[config.mk]
export PLATFORM = sky130hd
export DESIGN_NAME = immediate_encoder
export DESIGN_NICKNAME = d
export VERILOG_FILES = /design/src/rtl/immediate_encoder.sv
export SDC_FILE = /design/constraint.sdc
export NUM_CORES = 1
export LEC_CHECK = 0
export BUFFER_PORTS_ARGS = -buffer_cell sky130_fd_sc_hd__buf_2
export CELL_PAD_IN_SITES_DETAIL_PLACEMENT = 1
export CELL_PAD_IN_SITES_GLOBAL_PLACEMENT = 1
export CORE_ASPECT_RATIO = 1.75
export CORE_UTILIZATION = 35
export CTS_BUF_LIST = sky130_fd_sc_hd__clkbuf_4 sky130_fd_sc_hd__clkbuf_8
export DETAILED_ROUTE_END_ITERATION = 16
export PLACE_DENSITY = 0.66
export RECOVER_POWER = 50
export SYNTH_ARGS = -nofsm -noshare
export SYNTH_HDL_FRONTEND = slang
export SYNTH_SLANG_ARGS = --single-unit
[constraint.sdc]
create_clock -name clk -period 5.85 [get_ports clk]
set_clock_uncertainty 0.2 [all_clocks]
set_input_delay 1.17 -clock clk [delete_from_list [all_inputs] [get_ports clk]]
set_output_delay 1.17 -clock clk [all_outputs]
set_load 0.01 [all_outputs]
[src/rtl/immediate_encoder.sv]
// immediate_encoder: packs opcode, register fields, funct fields and a 32-bit
// immediate into an RV32I instruction word (inverse of the immediate decoder).
// Two-stage valid/ready pipeline:
//   stage 1 - register request, classify format, range-check immediate
//   stage 2 - assemble the word (or NOP_WORD on error), hold under backpressure
// Optional build macro: ENCODER_RANGE_CHECK_EN
//   defined   : immediates outside their field range are flagged as errors
//   undefined : immediates are truncated to the field, only bad opcodes error
module immediate_encoder #(
  parameter int          CNT_W    = 16,
  parameter logic [31:0] NOP_WORD = 32'h0000_0013
) (
  input  logic             clk,
  input  logic             reset,
  input  logic             valid_i,
  output logic             ready_o,
  input  logic [6:0]       op_i,
  input  logic [4:0]       rd_i,
  input  logic [4:0]       rs1_i,
  input  logic [4:0]       rs2_i,
  input  logic [2:0]       funct3_i,
  input  logic [6:0]       funct7_i,
  input  logic [31:0]      immediate_i,
  output logic             valid_o,
  input  logic             ready_i,
  output logic [31:0]      instruction_o,
  output logic             error_o,
  output logic [CNT_W-1:0] count_o,
  output logic [CNT_W-1:0] err_count_o
);

  localparam int STAGES = 2;

  typedef enum logic [2:0] {
    FMT_I,
    FMT_S,
    FMT_B,
    FMT_U,
    FMT_J,
    FMT_R,
    FMT_BAD
  } fmt_e;

  typedef struct packed {
    logic [6:0]  op;
    logic [4:0]  rd;
    logic [4:0]  rs1;
    logic [4:0]  rs2;
    logic [2:0]  funct3;
    logic [6:0]  funct7;
    logic [31:0] imm;
  } req_t;

  typedef struct packed {
    logic [31:0] word;
    logic        err;
  } rsp_t;

  // vld_pipe[1] = stage 1 occupied, vld_pipe[2] = stage 2 occupied
  logic [STAGES:1] vld_pipe;

  req_t  in_req;
  fmt_e  in_fmt;
  logic  in_range_ok;
  logic  in_fire;

  req_t  s1_req;
  fmt_e  s1_fmt;
  logic  s1_err;
  logic  s2_adv;
  logic  s1_move;

  logic [31:0] asm_word;
  rsp_t        s2_rsp;
  logic        out_fire;

  // ------------------------------------------------------------------
  // Format classification by opcode
  // ------------------------------------------------------------------
  function automatic fmt_e classify(input logic [6:0] op);
    case (op)
      7'h13, 7'h03, 7'h67: return FMT_I;
      7'h23:               return FMT_S;
      7'h63:               return FMT_B;
      7'h37:               return FMT_U;
      7'h6F:               return FMT_J;
      7'h33:               return FMT_R;
      default:             return FMT_BAD;
    endcase
  endfunction

`ifdef ENCODER_RANGE_CHECK_EN
  // True when every bit of the vector equals every other (a pure sign copy)
  function automatic logic all_same(input logic [20:0] v, input int n);
    logic ones;
    logic zeros;
    ones  = 1'b1;
    zeros = 1'b1;
    for (int b = 0; b < 21; b++) begin
      if (b < n) begin
        ones  = ones  & v[b];
        zeros = zeros & ~v[b];
      end
    end
    return ones | zeros;
  endfunction

  // Immediate must fit the field it is packed into; R ignores the immediate
  function automatic logic range_ok(input fmt_e fmt, input logic [31:0] imm);
    case (fmt)
      FMT_I, FMT_S: return all_same(imm[31:11], 21);
      FMT_B:        return !imm[0] && all_same({1'b0, imm[31:12]}, 20);
      FMT_J:        return !imm[0] && all_same({9'd0, imm[31:20]}, 12);
      FMT_U:        return imm[11:0] == 12'd0;
      default:      return 1'b1;
    endcase
  endfunction

  assign in_range_ok = range_ok(in_fmt, immediate_i);
`else
  // Without range checking the immediate is simply truncated to its field
  assign in_range_ok = 1'b1;
`endif

  // ------------------------------------------------------------------
  // Handshake
  // ------------------------------------------------------------------
  assign s2_adv   = !vld_pipe[2] || ready_i;
  assign ready_o  = !vld_pipe[1] || s2_adv;
  assign in_fire  = valid_i && ready_o;
  assign s1_move  = vld_pipe[1] && s2_adv;
  assign out_fire = vld_pipe[2] && ready_i;
  assign valid_o  = vld_pipe[2];

  assign in_req = '{op:     op_i,
                    rd:     rd_i,
                    rs1:    rs1_i,
                    rs2:    rs2_i,
                    funct3: funct3_i,
                    funct7: funct7_i,
                    imm:    immediate_i};
  assign in_fmt = classify(op_i);

  // Valid pipeline: stage 1 refills whenever it can accept, stage 2 whenever it can advance
  always_ff @(posedge clk) begin
    if (reset) begin
      vld_pipe <= '0;
    end else begin
      if (ready_o) vld_pipe[1] <= valid_i;
      if (s2_adv)  vld_pipe[2] <= vld_pipe[1];
    end
  end

  // Stage 1 payload: captured request plus its format and error flag
  always_ff @(posedge clk) begin
    if (in_fire) begin
      s1_req <= in_req;
      s1_fmt <= in_fmt;
      s1_err <= (in_fmt == FMT_BAD) || !in_range_ok;
    end
  end

  // ------------------------------------------------------------------
  // Stage 2 field packing
  // ------------------------------------------------------------------
  // Scatter immediate bits into the format-specific instruction fields
  always_comb begin
    asm_word = NOP_WORD;
    case (s1_fmt)
      FMT_I: asm_word = {s1_req.imm[11:0], s1_req.rs1, s1_req.funct3,
                         s1_req.rd, s1_req.op};
      FMT_S: asm_word = {s1_req.imm[11:5], s1_req.rs2, s1_req.rs1,
                         s1_req.funct3, s1_req.imm[4:0], s1_req.op};
      FMT_B: asm_word = {s1_req.imm[12], s1_req.imm[10:5], s1_req.rs2,
                         s1_req.rs1, s1_req.funct3, s1_req.imm[4:1],
                         s1_req.imm[11], s1_req.op};
      FMT_U: asm_word = {s1_req.imm[31:12], s1_req.rd, s1_req.op};
      FMT_J: asm_word = {s1_req.imm[20], s1_req.imm[10:1], s1_req.imm[11],
                         s1_req.imm[19:12], s1_req.rd, s1_req.op};
      FMT_R: asm_word = {s1_req.funct7, s1_req.rs2, s1_req.rs1,
                         s1_req.funct3, s1_req.rd, s1_req.op};
      default: asm_word = NOP_WORD;
    endcase
  end

  // Stage 2 register: loads only when stage 1 moves, so it holds under backpressure
  always_ff @(posedge clk) begin
    if (reset) begin
      s2_rsp <= '0;
    end else if (s1_move) begin
      s2_rsp.word <= s1_err ? NOP_WORD : asm_word;
      s2_rsp.err  <= s1_err;
    end
  end

  assign instruction_o = s2_rsp.word;
  assign error_o       = s2_rsp.err;

  // Delivered-word and error counters, wrapping naturally at 2^CNT_W
  always_ff @(posedge clk) begin
    if (reset) begin
      count_o     <= '0;
      err_count_o <= '0;
    end else if (out_fire) begin
      count_o <= count_o + CNT_W'(1);
      if (s2_rsp.err) err_count_o <= err_count_o + CNT_W'(1);
    end
  end

endmodule

* Yosys cells after proc, flatten, opt, wreduce, memory -nomap -nowiden
Index checks and enable logic that the tools add are counted.
** Storage, ports and cells
- Register bits :: 135
- Input port bits :: 68
- Output and inout bits :: 67
- Word-level logic and storage cells :: 44
** Cells by class
- Add/subtract/negate cells :: 2
- Equal/unequal tests :: 14
- Mux-type cells :: 3
- Reduce and logical (&&, ||, !) cells :: 10
** Operators with widths (number)
- $pmux 32 s6 :: 1
- $add 16x1->16 const B :: 2
- $mux 32 :: 1
- $eq 7x6->1 const B :: 3
- $eq 7x7->1 const B :: 3
- $pmux 3 s6 :: 1
- $eq 3x3->1 const B :: 3
- $eq 7x2->1 const B :: 1
- $eq 7x5->1 const B :: 1
- $eq 3x2->1 const B :: 2
- $eq 3x1->1 const B :: 1
- $logic_and 1x1->1 :: 3
- $logic_not 3->1 :: 1
- $reduce_or 3->1 :: 1
- $logic_not 1->1 :: 2
- $logic_or 1x1->1 :: 2
- $reduce_and 2->1 :: 1

* Logic depth before layout (Yosys ltp)
- Depth in word-level cells :: 4
- Mapped depth :: 7
- Mapped depth without buffers :: 5

* Worst setup path after synthesis
OpenSTA, ideal clock, no wires.
- Kind :: input -> register
- Start :: in ready_i
- End :: reg s1_err (enable)
- Library setup time :: 0.434 ns
- Data arrival time :: 3.164 ns
- Data required time :: 5.216 ns
- Path slack :: 2.052 ns
- Cell stages on the path :: 4
- Buffers on the path :: 1
- Cells stage by stage :: buf_2 -> nor2b_1 -> nand2_1 -> and2_1
** Between the ends
- Longest elaborated chain between the ends :: 3
** Ends and longest elaborated chain
- start, declared :: RTL line 25 : input logic ready_i,
- $logic_or 1x1->1 :: RTL line 128 : assign s2_adv = !vld_pipe[2] || ready_i;
- $logic_or 1x1->1 :: RTL line 129 : assign ready_o = !vld_pipe[1] || s2_adv;
- named net ready_o :: RTL line 16 : output logic ready_o,
- $logic_and 1x1->1 :: RTL line 130 : assign in_fire = valid_i && ready_o;
- named net in_fire :: RTL line 65 : logic in_fire;
- end signal, assigned :: RTL line 159 : s1_err <= (in_fmt == FMT_BAD) || !in_range_ok;
- end, declared :: RTL line 69 : logic s1_err;
The timed path passes the listed nets, and every way through them passes these cells.
A chain may end at the register's enable or synchronous reset.

* Worst setup path after layout
- Start :: in ready_i
- End :: out ready_o
** Between the ends
- Longest elaborated chain between the ends :: 2
** Ends and longest elaborated chain (RTL line)
- $logic_or 1x1->1 :: 128
- $logic_or 1x1->1 :: 129
- end, declared :: 16
Every way passes these cells.

==> results.toml <==
[cts]
cts.repair.resized = 0
post_cts_buffers = 0
cts_made_buffers = 17
clk_latency_ns = 0.43
cts_tree = "built"
clockRootBuffer = "clkbuf_8"
clk_pin_slew_worst_paths_ns = 0.08
clock-sinks = 135
holdBufCountCts = 0
clock_path_buffers = 2
htreeDepth = 4

[critical_path]
crit_chain = "clkbuf_1 -> nor2b_1 -> nand2_1 -> buf_2"
reg2reg_to = "instruction_o[31]$_SDFFE_PP0P_"
crit_path_start_kind = "input pin"
reg2reg_from = "s1_fmt[2]$_DFFE_PP_"
critPathArrivalTime_ns = 1.96
crit_buf_inv = 2
path_delay_family = "simple AND/OR/NAND/NOR gates"
timing.critical_path.required_ns = 4.48
critPathCaptureType = "output pin"
slowest_stage = "nor2b_1"
ff2ff_path_depth = 5
startpoint = "ready_i"
slowest_delay_ns = 0.33
critical_path_class = "input pin to output pin"
cp.depth = 4
rrSetupSlack_ns = 3.05
crit_fanout = 11

[logic_synthesis]
yosysMostFrequentCell = "edfxtp_1"
synth_top_flop_cell = "edfxtp_1"
synth_top_area_frac = 0.367
yosysWarningCount = 0
synth_nets = 560
ys_ff_latch = 135
async_flop_share = 0
synth_enable_flop_cells = 68
ys_top_cells_by_count = "edfxtp_1 (68), dfxtp_1 (67), a21oi_1 (37), nor2_1 (37), nand2_1 (29)"
ys_top_cells_by_area = "edfxtp_1 (37%), dfxtp_1 (24%), a21oi_1 (3.3%), nor2_1 (2.5%), nor2b_1 (2.5%)"
ys_types = 49
synth.avg_cell_area_um2 = 11.4
yosysTopAreaCell = "edfxtp_1"
yosysSeqAreaShare = 0.608
syn-cell-area_um2 = 5570
post_synth_inst_count = 490

[pwr]
p_int_mw = 1.50
swShare = 0.236
switchingPower_mw = 0.463
powerDensity_nw_per_um2 = 291
ir_worst_vdd_mv = 0.151
pwr-share-seq = 0.532
combPwrFrac = 0.056
clkPwrFrac = 0.412
leakage_nw = 2.55

[timing]
period_share = 0.569
slew_violations = 0
worstMarginPinSlew_ns = 1.21
setup_viol = 0
rsz0062_at_grt = "false"
timing.fmax_mhz = 300
hold_violations = 0
setup_ws_ns = 2.52
period_needed_ns = 3.33
slew_headroom = 0.196
setup_tns_ns = 0

[routing]
wl_per_cell_um = 18.4
drt_wl_total_um = 15100
antenna_left = 0
drt_iter0_drc = 155
wl_met3_um = 423
met1Wirelength_um = 5980
highest_layer = "met4"
drc = 0
dr.pass1.iters = 4
dr_wl_met2_um = 8290
vias = 4382
vias_per_cell = 5.34

[finish]
drive_gt1_frac = 0.240
n_antenna_cell = 0
post-route-util = 0.437
syn_to_final_growth_pct = 21.4
nNetsFinal = 691

[global_routing]
grt_antenna_before_repair = 0
grt_max_degree = 61
grt_pass1_vias = 4671
grtUsageTotal = 0.187
overflow = 0
grt_pass1_wl_um = 23900

[floorplan]
coreArea_um2 = 15500
io_pins = 135
rows = 60
die_y_um = 169
die_x_um = 97.3
die_area_um2 = 16400
start_util = 0.360

[place]
dpl.hpwl_um = 10700
place_congestion = 0.732
dp_slack_ns = 2.42
io_buffers = 134

[worst_hold_path]
worstHoldPathCells = 2
worstHoldPathType = "register to register"
worstHoldStart = "instruction_o[31]$_SDFFE_PP0P_"
hold_end = "instruction_o[31]$_SDFFE_PP0P_"

[run_status]
status = "completed"

[run]
drv_cap = 0
==> tightest hold or removal path: stages, from the launching register on <==
cell and delay (ns):
dfxtp_1 0.32, nand2_1 0.05, a21oi_1 0.05
==> registers in the layout (all words and copies together), names as in the netlist <==
register,cells
count_o,16
err_count_o,16
vld_pipe,2
s1_err,1
instruction_o,32
s1_fmt,3
error_o,1
s1_req,64
==> worst max path at each step <==
stage | to | slack, ns
after floorplan | s1_err$_DFFE_PP_ | 2.05
after global placement | s1_req[27]$_DFFE_PP_ | 2.53
after detailed placement | s1_req[7]$_DFFE_PP_ | 2.42
after CTS | ready_o | 2.58
after global routing | ready_o | 2.47
final | ready_o | 2.52
==> power groups by stage <==
stage	clock [mW]	sequential [mW]	combinational, mW
floorplan	0	1.06	0.0642
global placement	0	1.06	0.108
detailed placement	0	1.07	0.112
CTS	0.834	1.05	0.113
global route	0.871	1.05	0.121
finish	0.809	1.05	0.109
==> cell usage in the layout, fill, tap and decap left out, drive strengths merged, types with 3 or more instances in the layout <==
cell type,count
a21oi,37
a222oi,4
a22o,5
a22oi,18
a32o,8
and2,4
and4,4
buf,102
bufinv,3
clkbuf,56
clkinv,7
dfxtp,67
edfxtp,68
inv,11
mux2,9
mux2i,11
nand2,29
nand2b,9
nand3,11
nand4,11
nor2,37
nor2b,22
nor3,15
nor4,4
o2111ai,6
o21ai,16
o22ai,12
or3,7
xnor2,9
xor2,12
==> routing by layer <==
| layer | up-vias | GRT usage |
|---|---|---|
| met1 | 2174 | 0.197 |
| met2 | 95 | 0.360 |
| met5 | - | 0 |
| met4 | 0 | 0.0710 |
| li1 | 2087 | - |
| met3 | 26 | 0.0367 |
==> logic make-up after synthesis <==
family | after synthesis | synth area share
DFF | 135 | 0.608
AOI/OAI and AO/OA | 116 | 0.138
buffers and inverters | 36 | 0.0283
adders and majority gates | 2 | 0.00450
xor gates and xnor gates | 21 | 0.0330
muxes | 20 | 0.0380
and+or+nand+nor | 160 | 0.150
==> per-stage QoR <==
stage / instance area (um^2) / std cells / power (mW) / hold slack, ns
after global placement: 6390 / 788 / 1.17 / 0.242
after global routing: 6760 / 820 / 2.04 / 0.297
after detailed placement: 6390 / 788 / 1.18 / 0.260
final: 6760 / 820 / 1.96 / 0.267
after CTS: 6810 / 820 / 1.99 / 0.270
after floorplan: 5570 / 490 / 1.13 / 0.259
==> cell type report <==
type                    instances  area (um^2)
clock inverters                14          173
fillers                      1747         8710
flip-flops and latches        135         3380
inverters                       8         30.0
well taps                     186          233
clock buffers                  18          241
multi-input cells             319         2030
repair buffers                140          666
No activity file was read; power rests on OpenSTA's default activity.
